[src/rtl/reg_dump_reader_pkg.sv]
// +----------------------------------------------------------------------+
// | reg_dump_reader_pkg : shared CPU constants (register index, FSM)     |
// | Revision: 1.0                                                        |
// +----------------------------------------------------------------------+
`default_nettype none

package reg_dump_reader_pkg;

   localparam int unsigned c_reg_idx_w = 5;
   localparam int unsigned c_data_w    = 32;

   typedef logic [c_reg_idx_w-1:0] reg_idx_t;
   typedef logic [c_data_w-1:0]    reg_data_t;

   typedef enum logic [1:0] {
      ST_IDLE  = 2'd0,
      ST_ISSUE = 2'd1,
      ST_SEND  = 2'd2,
      ST_DONE  = 2'd3
   } dump_state_t;

endpackage

`default_nettype wire

[src/rtl/reg_dump_reader_if.sv]
// +----------------------------------------------------------------------+
// | reg_dump_reader_if : control, register-file read and word stream     |
// | Revision: 1.0                                                        |
// +----------------------------------------------------------------------+
`default_nettype none

interface reg_dump_reader_if;
   import reg_dump_reader_pkg::*;

   logic      start;
   logic      abort;
   reg_idx_t  rd_addr;
   reg_data_t rd_data;
   logic      out_valid;
   logic      out_ready;
   reg_idx_t  out_addr;
   reg_data_t out_data;
   logic      busy;
   logic      done;

   modport master (
      input  start, abort, rd_data, out_ready,
      output rd_addr, out_valid, out_addr, out_data, busy, done
   );

   modport slave (
      output start, abort, rd_data, out_ready,
      input  rd_addr, out_valid, out_addr, out_data, busy, done
   );

endinterface

`default_nettype wire

[src/rtl/reg_dump_reader.sv]
// +----------------------------------------------------------------------+
// | reg_dump_reader : walks registers FIRST_REG..LAST_REG out a          |
// | valid/ready stream, one word per two cycles.  Revision: 1.0          |
// +----------------------------------------------------------------------+
`default_nettype none

module reg_dump_reader
   import reg_dump_reader_pkg::*;
#(
   parameter int unsigned FIRST_REG = 0,
   parameter int unsigned LAST_REG  = 31
) (
   input  wire logic         clk,
   input  wire logic         rst_n,
   reg_dump_reader_if.master bus
);

   localparam reg_idx_t c_first = reg_idx_t'(FIRST_REG);
   localparam reg_idx_t c_last  = reg_idx_t'(LAST_REG);

   dump_state_t r_state;
   reg_idx_t    r_idx;
   logic        r_out_valid;
   reg_idx_t    r_out_addr;
   reg_data_t   r_out_data;
   logic        r_done;

   always_ff @(posedge clk) begin
      if (!rst_n) begin
         r_state     <= ST_IDLE;
         r_idx       <= '0;
         r_out_valid <= 1'b0;
         r_out_addr  <= '0;
         r_out_data  <= '0;
         r_done      <= 1'b0;
      end else begin
         r_done <= 1'b0;
         case (r_state)
            ST_IDLE: begin
               if (bus.start) begin
                  r_idx   <= c_first;
                  r_state <= ST_ISSUE;
               end
            end
            ST_ISSUE: begin
               if (bus.abort) begin
                  r_state <= ST_IDLE;
               end else begin
                  r_out_data  <= bus.rd_data;
                  r_out_addr  <= r_idx;
                  r_out_valid <= 1'b1;
                  r_state     <= ST_SEND;
               end
            end
            ST_SEND: begin
               // abort outranks a handshake landing on the same edge
               if (bus.abort) begin
                  r_out_valid <= 1'b0;
                  r_state     <= ST_IDLE;
               end else if (bus.out_ready) begin
                  r_out_valid <= 1'b0;
                  if (r_idx == c_last) begin
                     r_done  <= 1'b1;
                     r_state <= ST_DONE;
                  end else begin
                     r_idx   <= r_idx + 1'b1;
                     r_state <= ST_ISSUE;
                  end
               end
            end
            ST_DONE: begin
               r_state <= ST_IDLE;
            end
            default: begin
               r_out_valid <= 1'b0;
               r_state     <= ST_IDLE;
            end
         endcase
      end
   end

   // Read address parks at 0 outside ISSUE so idle reads hit the zero register
   assign bus.rd_addr   = (r_state == ST_ISSUE) ? r_idx : '0;
   assign bus.busy      = (r_state != ST_IDLE);
   assign bus.out_valid = r_out_valid;
   assign bus.out_addr  = r_out_addr;
   assign bus.out_data  = r_out_data;
   assign bus.done      = r_done;

endmodule

`default_nettype wire

[src/flat_wrapper.sv]
// flat-port wrapper written by rule: the top's interface ports become plain ports
module reg_dump_reader_flat import reg_dump_reader_pkg::*;
#(
   parameter int unsigned FIRST_REG = 0,
   parameter int unsigned LAST_REG  = 31
)
  (clk, rst_n, bus_start, bus_abort, bus_rd_data, bus_out_ready, bus_rd_addr, bus_out_valid, bus_out_addr, bus_out_data, bus_busy, bus_done);
  reg_dump_reader_if bus_i ();
  input  wire logic clk;
  input  wire logic rst_n;
  input wire logic [$bits(bus_i.start)-1:0] bus_start;
  input wire logic [$bits(bus_i.abort)-1:0] bus_abort;
  input wire logic [$bits(bus_i.rd_data)-1:0] bus_rd_data;
  input wire logic [$bits(bus_i.out_ready)-1:0] bus_out_ready;
  output wire logic [$bits(bus_i.rd_addr)-1:0] bus_rd_addr;
  output wire logic [$bits(bus_i.out_valid)-1:0] bus_out_valid;
  output wire logic [$bits(bus_i.out_addr)-1:0] bus_out_addr;
  output wire logic [$bits(bus_i.out_data)-1:0] bus_out_data;
  output wire logic [$bits(bus_i.busy)-1:0] bus_busy;
  output wire logic [$bits(bus_i.done)-1:0] bus_done;
  assign bus_i.start = bus_start;
  assign bus_i.abort = bus_abort;
  assign bus_i.rd_data = bus_rd_data;
  assign bus_i.out_ready = bus_out_ready;
  assign bus_rd_addr = bus_i.rd_addr;
  assign bus_out_valid = bus_i.out_valid;
  assign bus_out_addr = bus_i.out_addr;
  assign bus_out_data = bus_i.out_data;
  assign bus_busy = bus_i.busy;
  assign bus_done = bus_i.done;
  reg_dump_reader #(.FIRST_REG(FIRST_REG), .LAST_REG(LAST_REG)) u_core (.clk(clk), .rst_n(rst_n), .bus(bus_i));
endmodule
[config.mk]
export PLATFORM = sky130hd
export DESIGN_NAME = reg_dump_reader_flat
export DESIGN_NICKNAME = d
export VERILOG_FILES = /design/src/rtl/reg_dump_reader_pkg.sv /design/src/rtl/reg_dump_reader_if.sv /design/src/rtl/reg_dump_reader.sv /design/src/flat_wrapper.sv
export SDC_FILE = /design/constraint.sdc
export NUM_CORES = 1
export LEC_CHECK = 0
export BUFFER_PORTS_ARGS = -buffer_cell sky130_fd_sc_hd__buf_2
export CAP_MARGIN = 20
export CORE_MARGIN = 5
export CORE_UTILIZATION = 30
export DETAILED_ROUTE_END_ITERATION = 8
export GPL_TIMING_DRIVEN = 0
export PLACE_DENSITY = 0.51
export SYNTH_ARGS = -nofsm -noshare
export SYNTH_HDL_FRONTEND = slang
export SYNTH_SLANG_ARGS = --single-unit
[constraint.sdc]
create_clock -name clk -period 2.8 [get_ports clk]
set_clock_uncertainty 0.2 [all_clocks]
set_input_delay 0 -clock clk [delete_from_list [all_inputs] [get_ports clk]]
set_output_delay 0 -clock clk [all_outputs]
set_load 0.01 [all_outputs]
==> flow_summary.yaml, run 1 <==
critical_path:
  cp.required_ns: 2.78
  cpPeakStageDelay_ns: 0.55
  crit_slowest_cell: "dlygate4sd3_1"
  worst-path-max-fanout: 6
  end_kind: "flip-flop"
  worstPathCellList: "ha_1, and3_1, ha_1, nand2b_1, a21oi_1, nor3b_1, dlygate4sd3_1"
  critPathBufInv: 1
  crit_family: "buffers and inverters"
  worstSetupPathType: "reg -> reg"
  critical_path_arrival_ns: 2.20
  path_common_cell: "ha_1"
  cp-start-kind: "flip-flop"
drt:
  num_vias: 1867
  first_pass_iters: 4
  drtIter0Drc: 33
  drc: 0
  drt.antenna.violating_nets: 0
  drt-vias-per-instance: 4.36
  routed_wl_um: 5230
  wire_per_inst_um: 12.2
clock_network:
  numCtsBuffers: 5
  post_cts_buffers: 0
  cts_sinks: 46
  cts_tree: "built"
  clk_path_buf_depth: 2
  htree_levels: 2
  root_buffer: "clkbuf_8"
  clock_latency_ns: 0.29
  clkSlewWorstSetupHoldPaths_ns: 0.08
placement:
  place_congestion: 0.706
  port-buffer-count: 81
  dp_slack_ns: 0.705
  dp.cells: 378
  dp_hpwl_um: 3590
finish:
  drive_gt1_share_pct: 31.6
  final_nets: 389
  syn2layout_area_growth_pct: 51.8
  diodes: 0
  fin_cells: 428
die:
  ios: 82
  fp.dieArea_um2: 8240
  die_w_um: 90.8
  start_util_pct: 30.8
  die_h_um: 90.8
  rows: 29
  core-area_um2: 6350
timing:
  fin_crit_sh_pct: 79.0
  max_freq_mhz: 452
  fin_crit_ns: 2.21
  rsz0062_at_grt: "no"
  hold_viol: 0
  final_max_slew_viol_count: 0
  worst_slack_ns: 0.588
  setup_viol: 0
  worst_pin_slew_ns: 0.514
  setup_tns_ns: 0
  max-slew-margin-rel_pct: 65.7
pwr:
  seqPwrFrac_pct: 53.6
  power_density_nw_per_um2: 427
  leakage_nw: 1.29
  power_frac_comb_pct: 13.8
  clkPwrFrac_pct: 32.6
  p_sw_mw: 0.298
  netSwitchingFraction_pct: 23.5
  peakVddDrop_v: 0.000204
  intPower_mw: 0.970
  finalPower_mw: 1.27
run_status:
  status: "completed"
yosys:
  yosysUniqueCellTypes: 34
  synthFlopType: "dfxtp_1"
  synth_edf_count: 0
  synth_commonest_cells: "nand2_1, dfxtp_1, a21boi_1"
  synth-seq-cells: 46
  synthArstFlopShare_pct: 0
  synthCells: 220
  synth_top_cell_by_area: "dfxtp_1"
  synth_top_area_share_pct: 47.0
  syn_avg_cell_area_um2: 8.90
  yosysMostFrequentCell: "nand2_1"
  synth.area.top_cells: "dfxtp_1, nand2_1, a21boi_1"
  yosysWarnings: 0
  synth_area_um2: 1960
  synth.net_count: 259
  ys_seq_area_share_pct: 47.0
job:
  max-cap-violations: 0
min_path:
  hold_class: "reg -> reg"
grt:
  grt_pass1_vias: 1868
  grt_pass1_wl_um: 8850
  antenna_found_initial: 0
  grt_usage_pct: 12.8
  grt.overflow.total: 0
  grt_max_degree: 14
-- stage by stage --
stage	area, µm²	util, %	hold WS [ns]
after floorplan	1960	-	-0.124
final	2970	46.8	0.252
after global routing	2970	46.8	0.266
after CTS	2970	46.8	0.254
after detailed placement	2460	38.7	0.0466
after global placement	2460	38.7	0.0423
-- final cells by class --
| cell class | instances | area (µm²) |
|---|---|---|
| Buffer | 13 | 98.8 |
| Clock buffer | 7 | 86.3 |
| Clock inverter | 1 | 5.00 |
| Fill cell | 645 | 3380 |
| Multi-Input combinational cell | 161 | 938 |
| Sequential cell | 46 | 921 |
| Tap cell | 77 | 96.3 |
| Timing Repair Buffer | 123 | 826 |
-- sequential cells by signal, summed over array words and instances (netlist names) --
name / flops
u_core.bus.out_data: 32
u_core.bus.out_addr: 5
u_core.r_idx: 5
u_core.bus.out_valid: 1
u_core.r_state: 2
u_core.bus.done: 1
-- cell families (layout without fill, tap and decap cells) --
logic type / after synthesis / in the layout / share of synthesized area (%)
flops: 46 / 46 / 47.0
fa+ha+maj: 2 / 2 / 1.28
buf+inv: 13 / 144 / 5.05
simple gates: 110 / 110 / 26.2
compound gates: 46 / 46 / 18.9
mux: 3 / 3 / 1.53
-- power groups by stage --
stage / combinational (mW) / clock [mW] / sequential (mW)
after detailed placement: 0.134 / 0 / 0.695
after CTS: 0.177 / 0.436 / 0.680
after global placement: 0.135 / 0 / 0.695
final: 0.175 / 0.413 / 0.680
after global routing: 0.194 / 0.460 / 0.682
after floorplan: 0.0661 / 0 / 0.702
-- final timing paths --
path | slack, ns | start | to | cells past startpoint
max | 0.59 | u_core.r_idx[0] | u_core.r_state[1] | 7
min | 0.25 | u_core.bus.out_data[5] | u_core.bus.out_data[5] | 2
max reg2reg | 0.59 | u_core.r_idx[0] | u_core.r_state[1] | 7
min reg2reg | 0.25 | u_core.bus.out_data[5] | u_core.bus.out_data[5] | 2
-- layout by cell type, fill, tap and decap left out, types with 3 or more instances in the layout --
cell type	netlist	routed
nand2_1	78	78
dfxtp_1	46	46
nand2b_1	7	7
dlygate4sd3_1	0	42
nand3_1	3	3
a21boi_0	8	8
a21oi_1	3	3
and2_1	5	5
buf_6	6	6
clkbuf_1	5	6
mux2i_1	3	3
buf_2	1	82
clkbuf_8	0	6
a21boi_2	10	10
a21boi_1	20	20
-- worst min-delay path, cell delays in order, from the launching register on --
cell and delay [ns]:
dfxtp_1 0.31, nand2_1 0.05, a21boi_1 0.05
-- what timing repair did --
item / 4_1_cts / 5_1_grt
resized for setup: 0 / 0
hold buffers: 42 / 0
hold endpoints to repair: 41 / 0
-- layer usage --
metal | wire length (µm) | GRT usage [%]
met1 | 2450 | 15.8
met2 | 2340 | 20.7
met5 | 0 | 0
met4 | 95 | 4.16
met3 | 345 | 4.58
No activity file was read; power rests on OpenSTA's default activity.
==> run 2, diff against run 1 <==
--- a/config.mk
+++ b/config.mk
@@ -11,7 +11,7 @@
 export CORE_UTILIZATION = 30
 export DETAILED_ROUTE_END_ITERATION = 8
 export GPL_TIMING_DRIVEN = 0
-export PLACE_DENSITY = 0.51
+export PLACE_DENSITY = 0.53
 export SYNTH_ARGS = -nofsm -noshare
 export SYNTH_HDL_FRONTEND = slang
 export SYNTH_SLANG_ARGS = --single-unit
==> constraint.sdc (replaced) <==
create_clock -name clk -period 2 [get_ports clk]
set_clock_uncertainty 0.2 [all_clocks]
set_input_delay 0 -clock clk [delete_from_list [all_inputs] [get_ports clk]]
set_output_delay 0 -clock clk [all_outputs]
set_load 0.01 [all_outputs]
==> flow_summary.yaml, run 2 (synthesized netlist as in run 1, its figures left out) <==
run_status:
  status: "completed"
die:
  start_util_pct: 30.8
  die_h_um: 90.8
  core-area_um2: 6350
  die_w_um: 90.8
  rows: 29
  ios: 82
  fp.dieArea_um2: 8240
timing:
  hold_viol: 0
  fin_crit_sh_pct: 92.1
  rsz0062_at_grt: "no"
  setup_viol: 0
  worst_pin_slew_ns: 0.522
  final_max_slew_viol_count: 0
  max-slew-margin-rel_pct: 65.1
  fin_hold_ws_ns: 0.256
  worst_slack_ns: 0.158
  max_freq_mhz: 543
  fin_crit_ns: 1.84
clock_network:
  numCtsBuffers: 5
  post_cts_buffers: 0
  clock_latency_ns: 0.29
  clkSlewWorstSetupHoldPaths_ns: 0.09
  cts_sinks: 46
  cts_tree: "built"
  htree_levels: 2
  root_buffer: "clkbuf_8"
  clk_path_buf_depth: 2
pwr:
  power_density_nw_per_um2: 607
  leakage_nw: 1.27
  peakVddDrop_v: 0.000270
placement:
  dp.cells: 378
  dp_slack_ns: -0.0755
  place_congestion: 0.714
  dp_hpwl_um: 3550
  port-buffer-count: 81
finish:
  drive_gt1_share_pct: 33.5
  syn2layout_area_growth_pct: 51.0
  largest_register_ffs: 32
  fillerInstances: 639
  layout_common_cells: "buf_2, nand2_1, dfxtp_1, dlygate4sd3_1, a21boi_1"
  mostFrequentLayoutCell: "buf_2"
  fin_cells: 423
  final_nets: 384
  diodes: 0
grt:
  grt_max_degree: 15
  grt_pass1_wl_um: 8980
  grt_pass1_vias: 1899
  antenna_found_initial: 0
  grt.overflow.total: 0
  grt_usage_pct: 13.0
critical_path:
  worst-path-max-fanout: 5
  cp-start-kind: "flip-flop"
  r2r_setup_slack_ns: 0.16
  end_kind: "flip-flop"
  critical_path_arrival_ns: 1.81
  worstSetupPathType: "reg -> reg"
  cp.required_ns: 1.97
drt:
  wire_per_inst_um: 12.4
  routed_wl_um: 5240
  drt-vias-per-instance: 4.48
  drt.antenna.violating_nets: 0
  num_vias: 1895
  first_pass_iters: 4
  drtIter0Drc: 76
  drc: 0
min_path:
  hold_class: "reg -> reg"
job:
  max-cap-violations: 0
==> run 2: cell types whose count changed in the layout (fill, tap and decap cells not counted), sizes merged <==
cell         delta
clkinvlp        +1
clkbuf          -1
dlygate4sd3     -5
==> run 2: stage by stage <==
| step | util, % | power (mW) | cell area, µm² | TNS, ns |
|---|---|---|---|---|
| 2_1_floorplan | - | 1.08 | 1960 | 0 |
| 3_3_place_gp | 38.7 | 1.16 | 2460 | -0.267 |
| 3_5_place_dp | 38.7 | 1.16 | 2460 | -0.144 |
| 4_1_cts | 46.1 | 1.83 | 2930 | 0 |
| 5_1_grt | 46.6 | 1.90 | 2960 | 0 |
| 6_report | 46.6 | 1.79 | 2960 | 0 |
==> run 2: repair_timing <==
item,CTS,global route
gates resized for setup,1,4
pin swaps,0,1
endpoints found under the setup margin,4,4
hold buffers,37,0
endpoints found under the hold margin,43,0
==> run 2: critical path, cell delays in order, from the launching register on <==
cell,delay [ns]
dfxtp_1,0.36
ha_1,0.20
and3_1,0.18
ha_2,0.20
nand4bb_4,0.21
a21oi_4,0.21
o221ai_1,0.15
==> run 2: worst paths after layout <==
kind / start / to / cells past startpoint
max: u_core.r_idx[1] / u_core.r_idx[3] / 6
max reg2reg: u_core.r_idx[1] / u_core.r_idx[3] / 6
min reg2reg: u_core.bus.out_data[5] / u_core.bus.out_data[5] / 2
min: u_core.bus.out_data[5] / u_core.bus.out_data[5] / 2
==> run 2: cell type report <==
cell class | instances | area, µm² | share of cell area (%)
repair buffers | 118 | 776 | 26.2
clock inverters | 2 | 12.5 | 0.423
multi-input cells | 161 | 968 | 32.8
clock buffers | 6 | 82.6 | 2.79
flip-flops and latches | 46 | 922 | 31.2
plain buffers | 13 | 98.8 | 3.34
well taps | 77 | 96.3 | 3.26
==> run 2: layer usage <==
layer  GRT usage (%)  vias to the layer above  share of wire, %
met3            4.25                        7               6.1
met1            15.5                      858                45
met2            21.9                       56                47
met5               0                        -                 0
li1                -                      974                 -
met4            4.03                        0               1.2
==> run 2: report_power, final <==
part | internal, mW | switching [mW]
clock | 0.278 | 0.318
combinational | 0.139 | 0.107
sequential | 0.938 | 0.0135
==> run 3, diff against run 2 <==
--- a/config.mk
+++ b/config.mk
@@ -8,10 +8,10 @@
 export BUFFER_PORTS_ARGS = -buffer_cell sky130_fd_sc_hd__buf_2
 export CAP_MARGIN = 20
 export CORE_MARGIN = 5
-export CORE_UTILIZATION = 30
+export CORE_UTILIZATION = 43
 export DETAILED_ROUTE_END_ITERATION = 8
 export GPL_TIMING_DRIVEN = 0
-export PLACE_DENSITY = 0.53
+export PLACE_DENSITY = 0.73
 export SYNTH_ARGS = -nofsm -noshare
 export SYNTH_HDL_FRONTEND = slang
 export SYNTH_SLANG_ARGS = --single-unit
==> flow_summary.yaml, run 3 (synthesized netlist as in run 1, its figures left out) <==
timing:
  hold_viol: 0
  setup_tns_ns: 0
  setup_viol: 0
  max_freq_mhz: 525
  final_max_slew_viol_count: 0
  max-slew-margin-rel_pct: 66.0
  worst_slack_ns: 0.0955
  fin_crit_sh_pct: 95.2
  worst_pin_slew_ns: 0.510
  fin_crit_ns: 1.90
drt:
  drt.antenna.violating_nets: 0
  drc: 0
  drtIter0Drc: 103
  wire_per_inst_um: 12.7
  first_pass_iters: 4
  num_vias: 1904
  drt-vias-per-instance: 4.81
  routed_wl_um: 5020
clock_network:
  clk_path_buf_depth: 2
  cts_sinks: 46
  clock_latency_ns: 0.29
  clkSlewWorstSetupHoldPaths_ns: 0.08
  numCtsBuffers: 5
  post_cts_buffers: 0
  root_buffer: "clkbuf_8"
  htree_levels: 2
  cts_tree: "built"
die:
  start_util_pct: 44.7
  fp.dieArea_um2: 6000
  die_w_um: 77.5
  core-area_um2: 4380
  die_h_um: 77.5
  ios: 82
  rows: 24
critical_path:
  cp.required_ns: 1.96
  critPathBufInv: 0
  worst-path-max-fanout: 5
  cp-start-kind: "flip-flop"
  cpPeakStageDelay_ns: 0.36
  crit_slowest_cell: "dfxtp_1"
  crit_family: "adder cells"
  worstSetupPathType: "reg -> reg"
  end_kind: "flip-flop"
  critical_path_arrival_ns: 1.87
  path_common_cell: "ha_1"
  worstPathCellList: "ha_1, and3_1, ha_1, nand4bb_4, a21oi_4, o221ai_1"
pwr:
  leakage_nw: 1.27
  peakVddDrop_v: 0.000603
  power_density_nw_per_um2: 600
placement:
  port-buffer-count: 81
  dp_slack_ns: -0.0923
  place_congestion: 0.736
  dp_hpwl_um: 3260
grt:
  grt.overflow.total: 0
  grt_pass1_wl_um: 8400
  grt_usage_pct: 16.7
  grt_max_degree: 13
  grt_pass1_vias: 1831
  antenna_found_initial: 0
finish:
  final_nets: 384
  drive_gt1_share_pct: 32.8
  final_util_pct: 66.4
  multi_input_area_um2: 966
  largest_register_ffs: 32
  syn2layout_area_growth_pct: 48.6
  diodes: 0
  fillerInstances: 372
  register_area_um2: 922
  layout_common_cells: "buf_2, nand2_1, dfxtp_1, dlygate4sd3_1, a21boi_1"
  mostFrequentLayoutCell: "buf_2"
job:
  max-cap-violations: 0
run_status:
  status: "completed"
min_path:
  hold_class: "reg -> reg"
run 3: cell types whose count changed in the layout (fill, tap and decap cells not counted), sizes merged:
cell,delta
clkinv,-1
clkinvlp,-1
run 3: layout make-up:
class | instances | area share, %
clock buffers | 6 | 2.84
multi-input cells | 161 | 33.2
plain buffers | 13 | 3.40
flip-flops and latches | 46 | 31.7
well taps | 52 | 2.24
repair buffers | 118 | 26.7
run 3: path summary, 6_finish.rpt:
path / from / end / slack [ns] / depth (start not counted)
worst min-delay path: u_core.bus.out_data[18] / u_core.bus.out_data[18] / 0.25 / 2
worst min register to register: u_core.bus.out_data[18] / u_core.bus.out_data[18] / 0.25 / 2
worst max register to register: u_core.r_idx[1] / u_core.r_idx[3] / 0.1 / 6
worst max-delay path: u_core.r_idx[1] / u_core.r_idx[3] / 0.1 / 6
run 3: metrics by stage:
stage               instance area (µm²)  total power [mW]  std cells  hold slack, ns
floorplan                          1960              1.08        220          -0.124
global placement                   2430              1.15        353          0.0394
detailed placement                 2430              1.16        353          0.0459
CTS                                2890              1.76        396           0.255
global route                       2910              1.84        396           0.277
finish                             2910              1.75        396           0.252
run 3: power breakdown:
part,switching (mW),internal (mW),total (mW)
sequential,0.0135,0.938,0.952
clock,0.283,0.267,0.550
combinational,0.107,0.139,0.246
run 3: repair_timing:
item / in CTS / in global routing
gates cloned: 0 / 0
endpoints found under the setup margin: 4 / 4
endpoints found under the hold margin: 43 / 0
pin swaps: 0 / 1
gates resized for setup: 1 / 3
hold buffers: 37 / 0
run 3: per-layer routing:
metal  wire length [µm]  vias to the layer above  global-route usage, %
met5                  0                        -                      0
met4                 74                        0                   4.98
met3                342                        8                   5.32
met2               2480                       57                   27.4
met1               2120                      867                   20.9
li1                   -                      972                      -
run 3: worst min-delay path, cell delays in order, from the launching register on:
cell and delay [ns]:
dfxtp_1 0.31, nand2_1 0.05, a21boi_1 0.05
